===== src/rtl/gol_pkg.sv =====
// Shared game-of-life definitions: board size, ASCII codes and the frame-dumper state encoding.
package gol_pkg;

  localparam int GOL_WIDTH  = 16;
  localparam int GOL_HEIGHT = 16;

  localparam logic [7:0] ASCII_LF   = 8'h0A;
  localparam logic [7:0] ASCII_HASH = 8'h23;
  localparam logic [7:0] ASCII_DOT  = 8'h2E;

  typedef enum logic [2:0] {
    S_IDLE,
    S_FETCH,
    S_LATCH,
    S_CELL,
    S_EOL,
    S_SEP
  } dump_state_e;

endpackage


===== src/rtl/gol_frame_dumper.sv =====
// Reads the cell grid row by row and streams it as ASCII ('#'/'.' per cell, LF per row,
// extra LF per frame) over a registered valid/ready byte interface.
module gol_frame_dumper
  import gol_pkg::*;
#(
  parameter int         WIDTH    = GOL_WIDTH,
  parameter int         HEIGHT   = GOL_HEIGHT,
  parameter logic [7:0] CH_ALIVE = ASCII_HASH,
  parameter logic [7:0] CH_DEAD  = ASCII_DOT,
  parameter int         ROW_AW   = (HEIGHT > 1) ? $clog2(HEIGHT) : 1
) (
  input  logic              clk,
  input  logic              rst,
  input  logic              start,
  output logic              busy,
  output logic              done,
  output logic              rd_en,
  output logic [ROW_AW-1:0] rd_addr,
  input  logic [WIDTH-1:0]  rd_data,
  output logic [7:0]        tx_data,
  output logic              tx_valid,
  input  logic              tx_ready
);

  localparam int COL_W = (WIDTH > 1) ? $clog2(WIDTH) : 1;
  localparam logic [COL_W-1:0]  COL_LAST = COL_W'(WIDTH - 1);
  localparam logic [ROW_AW-1:0] ROW_LAST = ROW_AW'(HEIGHT - 1);

  dump_state_e       state_q, state_d;
  logic [ROW_AW-1:0] row_q, row_d;
  logic [COL_W-1:0]  col_q, col_d;
  logic [WIDTH-1:0]  row_word_q, row_word_d;
  logic [7:0]        tx_data_q, tx_data_d;
  logic              tx_valid_q, tx_valid_d;
  logic              done_q, done_d;
  logic              hs;

  assign hs = tx_valid_q && tx_ready;

  // NOTE: every variable gets a default before the case so no path leaves it unassigned,
  // which would otherwise infer a latch.
  always_comb begin
    state_d    = state_q;
    row_d      = row_q;
    col_d      = col_q;
    row_word_d = row_word_q;
    done_d     = 1'b0;

    unique case (state_q)
      S_IDLE: begin
        // The cycle carrying done is still IDLE; a start there is deliberately dropped.
        if (start && !done_q) begin
          state_d = S_FETCH;
          row_d   = '0;
        end
      end
      S_FETCH: state_d = S_LATCH;
      S_LATCH: begin
        row_word_d = rd_data;
        col_d      = '0;
        state_d    = S_CELL;
      end
      S_CELL: begin
        if (hs) begin
          if (col_q == COL_LAST) state_d = S_EOL;
          else                   col_d   = col_q + COL_W'(1);
        end
      end
      S_EOL: begin
        if (hs) begin
          if (row_q == ROW_LAST) begin
            state_d = S_SEP;
          end else begin
            row_d   = row_q + ROW_AW'(1);
            state_d = S_FETCH;
          end
        end
      end
      S_SEP: begin
        if (hs) begin
          state_d = S_IDLE;
          done_d  = 1'b1;
        end
      end
      default: state_d = S_IDLE;
    endcase

    // The byte register is loaded from next-state values, so it changes only on a
    // handshake or a state step and holds steady through any stall.
    tx_valid_d = (state_d == S_CELL) || (state_d == S_EOL) || (state_d == S_SEP);
    tx_data_d  = 8'h00;
    unique case (state_d)
      S_CELL:       tx_data_d = row_word_d[col_d] ? CH_ALIVE : CH_DEAD;
      S_EOL, S_SEP: tx_data_d = ASCII_LF;
      default:      tx_data_d = 8'h00;
    endcase
  end

  // NOTE: sequential state uses non-blocking assignments so all registers update
  // together from pre-edge values.
  always_ff @(posedge clk) begin
    if (rst) begin
      state_q    <= S_IDLE;
      row_q      <= '0;
      col_q      <= '0;
      row_word_q <= '0;
      tx_data_q  <= 8'h00;
      tx_valid_q <= 1'b0;
      done_q     <= 1'b0;
    end else begin
      state_q    <= state_d;
      row_q      <= row_d;
      col_q      <= col_d;
      row_word_q <= row_word_d;
      tx_data_q  <= tx_data_d;
      tx_valid_q <= tx_valid_d;
      done_q     <= done_d;
    end
  end

  assign busy     = (state_q != S_IDLE);
  assign done     = done_q;
  assign rd_en    = (state_q == S_FETCH);
  assign rd_addr  = row_q;
  assign tx_data  = tx_data_q;
  assign tx_valid = tx_valid_q;

endmodule


===== config.mk =====
export PLATFORM = sky130hd
export DESIGN_NAME = gol_frame_dumper
export DESIGN_NICKNAME = d
export VERILOG_FILES = /design/src/rtl/gol_pkg.sv /design/src/rtl/gol_frame_dumper.sv
export SDC_FILE = /design/constraint.sdc
export NUM_CORES = 1
export LEC_CHECK = 0
export ABC_AREA = 1
export CORE_MARGIN = 4
export CORE_UTILIZATION = 55
export DETAILED_ROUTE_END_ITERATION = 7
export GPL_ROUTABILITY_DRIVEN = 0
export PLACE_DENSITY = 0.9
export SLEW_MARGIN = 20
export SYNTH_ARGS = -nofsm -noshare
export SYNTH_HDL_FRONTEND = slang
export SYNTH_SLANG_ARGS = --single-unit

===== constraint.sdc =====
create_clock -name clk -period 2.4 [get_ports clk]
set_input_delay 0.72 -clock clk [delete_from_list [all_inputs] [get_ports clk]]
set_output_delay 0.72 -clock clk [all_outputs]
set_load 0.01 [all_outputs]

==> reports/results.ini <==
[clock_network]
cts_max_level = 2
cts_buffer_depth = 2
clkLatencyLatePin_ns = 0.34
cts_made_buffers = 5
clk_pin_slew_worst_paths_ns = 0.10
cts.sinks = 34
cts_tree = done
cts_root_buf = clkbuf_4
cts_hold_buf = 0

[routing]
wl_um = 3599
ant_nets = 0
dr.pass1.iters = 4
avgRoutedWirePerCell_um = 10.71
via_per_inst = 4.872
vias = 1637
route.detailed.drc = 0
drt_iter0_markers = 46

[yosys]
synthDistinctLibCells = 27
synthCells = 257
synth_edf_count = 0
ys_ff_latch = 34
seq_area_frac_synth = 0.3847
yosys-top-cells-area = dfxtp_1, inv_1, nand2_1
synth_top_cell_area_share = 0.3847
yosysWarningCount = 0
mappedNetlistArea_sq_um = 1769
postSynthAreaPerCell_sq_um = 6.884
synth_top_cell_by_area = dfxtp_1
ys.flop_type = dfxtp_1
yosys-top-cells-count = inv_1, nand2_1, dfxtp_1
synthArstFlopShare = 0

[timing]
finClkSkew_ns = 0.009489
whs_ns = 0.4769
finalCritPeriodShare = 0.9614
finalCriticalPeriod_ns = 2.307
worst_slack_ns = 0.09271
fmax_mhz = 433.4
setup_viol = 0
drv_slew = 0
hold_viol = 0
rsz0062_at_grt = false

[critical_path]
rrSetupSlack_ns = 0.52
worstPathRequired_ns = 1.68
critPathMaxFanout = 8
worstSetupEndpointType = primary output
r2r-start = col_q[1]
reg2regPathDepth = 12
criticalPathCategory = register to primary output
worstSetupStartpointType = register
cp-endpoint = busy
crit_start = state_q[2]
arrival_ns = 1.59
r2r-end = tx_data[3]

[global_routing]
grt_usage = 0.1893
grt_pass1_wl_um = 6292
overflow = 0
antenna_found_initial = 0
grt_max_degree = 33
grt_pass1_vias = 1526

[die]
die_w_um = 64.72
initial_core_util = 0.5795
core_sq_um = 3053
fp.dieH_um = 64.72
die-area_sq_um = 4188
rows = 20
io_pins = 36

[power_and_ir_drop]
power_density_nw_per_um2 = 650.5
power_leakage_nw = 0.9455
power.ir.vdd_worst_uv = 509.5

[place]
preCtsSetupSlack_ns = -0.01092
portBuffers = 32
hpwl_um = 2686
place_area_sq_um = 2095

[layout]
syn_to_final_growth_pct = 22.21
final_area_sq_um = 2162
drive_gt1_frac = 0.09932
fin_nets = 313
diodes = 0

[run]
maxCapViolations = 0

[outcome]
status = finished clean

[worst_hold_path]
min_path_type = register to register

==> worst max-delay path, cell delays in order, from the launching register on <==
cell	delay, ns
dfxtp_1	0.51
nor2_4	0.12
nand2_1	0.09
clkdlybuf4s50_1	0.53
==> repair_timing <==
item | 4_1_cts | 5_1_grt
cloned | 0 | 0
endpoints found under the setup margin | 2 | 1
setup buffers | 0 | 0
gates resized for setup | 2 | 1
==> final cells by class <==
cell class	instances	area, sq um
repair buffers	35	342.8
clock buffers	7	55.05
inverters	51	191.4
fillers	281	890.9
clock inverters	1	5.005
multi-input cells	164	829.5
well taps	44	55.05
flip-flops and latches	34	683.2
==> metrics by stage <==
step / cells / total power [mW] / TNS [ns] / utilization
floorplan: 259 / 0.9669 / 0 / -
global placement: 328 / 1.074 / 0 / 0.6861
detailed placement: 328 / 1.083 / -0.01092 / 0.6861
CTS: 336 / 1.417 / 0 / 0.7066
global route: 336 / 1.508 / 0 / 0.7082
finish: 336 / 1.406 / 0 / 0.7082
==> power by group <==
part           internal, mW  switching (mW)  leakage, nW  total, mW
Combinational         0.175           0.238        0.633      0.413
Clock                 0.142           0.188       0.0353      0.330
Sequential            0.625          0.0390        0.277      0.664
==> cells by family (layout without fill, tap and decap cells) <==
kind of cell             after synthesis  after routing  share of synthesized area
buffers and inverters                 61             94                     0.1535
adder cells (fa/ha/maj)                2              2                    0.01414
AO/OA/AOI/OAI                         31             31                     0.1026
AND/OR/NAND/NOR                      127            127                     0.3380
flip-flops                            34             34                     0.3847
XOR/XNOR                               1              1                   0.004951
other                                  1              3                   0.002120
==> state kept, by name (all words and copies together) (netlist names) <==
register    flops
row_word_q     16
tx_data         5
col_q           4
rd_addr         4
state_q         3
done            1
tx_valid        1
==> worst min-delay path by stage <==
stage                    from              to  slack (ns)  cells after the start
2_1_floorplan  row_word_q[10]  row_word_q[10]        0.45                      2
3_3_place_gp    row_word_q[2]   row_word_q[2]        0.46                      2
3_5_place_dp    row_word_q[2]   row_word_q[2]        0.46                      2
4_1_cts         row_word_q[2]   row_word_q[2]        0.48                      2
5_1_grt         row_word_q[0]   row_word_q[0]        0.52                      2
6_report        row_word_q[2]   row_word_q[2]        0.48                      2
==> per-layer routing <==
| layer | GRT usage | part of all wire | up-vias | wire, um |
|---|---|---|---|---|
| met2 | 0.3155 | 0.48 | 34 | 1721 |
| met1 | 0.2245 | 0.45 | 734 | 1637 |
| met5 | 0 | 0 | - | 0 |
| li1 | - | - | 863 | - |
| met4 | 0.06069 | 0.011 | 0 | 40 |
| met3 | 0.06932 | 0.055 | 6 | 198 |
==> layout by cell type, fill, tap and decap left out, drive strengths merged <==
cell type,Yosys,final
nand2,54,54
ha,2,2
clkinv,0,1
clkdlybuf4s50,0,32
xor2,1,1
nor3,5,5
dfxtp,34,34
o21ai,18,18
nand4,3,3
clkbuf,2,7
conb,1,3
nor2,30,30
and3,1,1
inv,51,51
buf,8,3
a21oi,13,13
nand3,34,34
No activity file was read; power rests on OpenSTA's default activity.
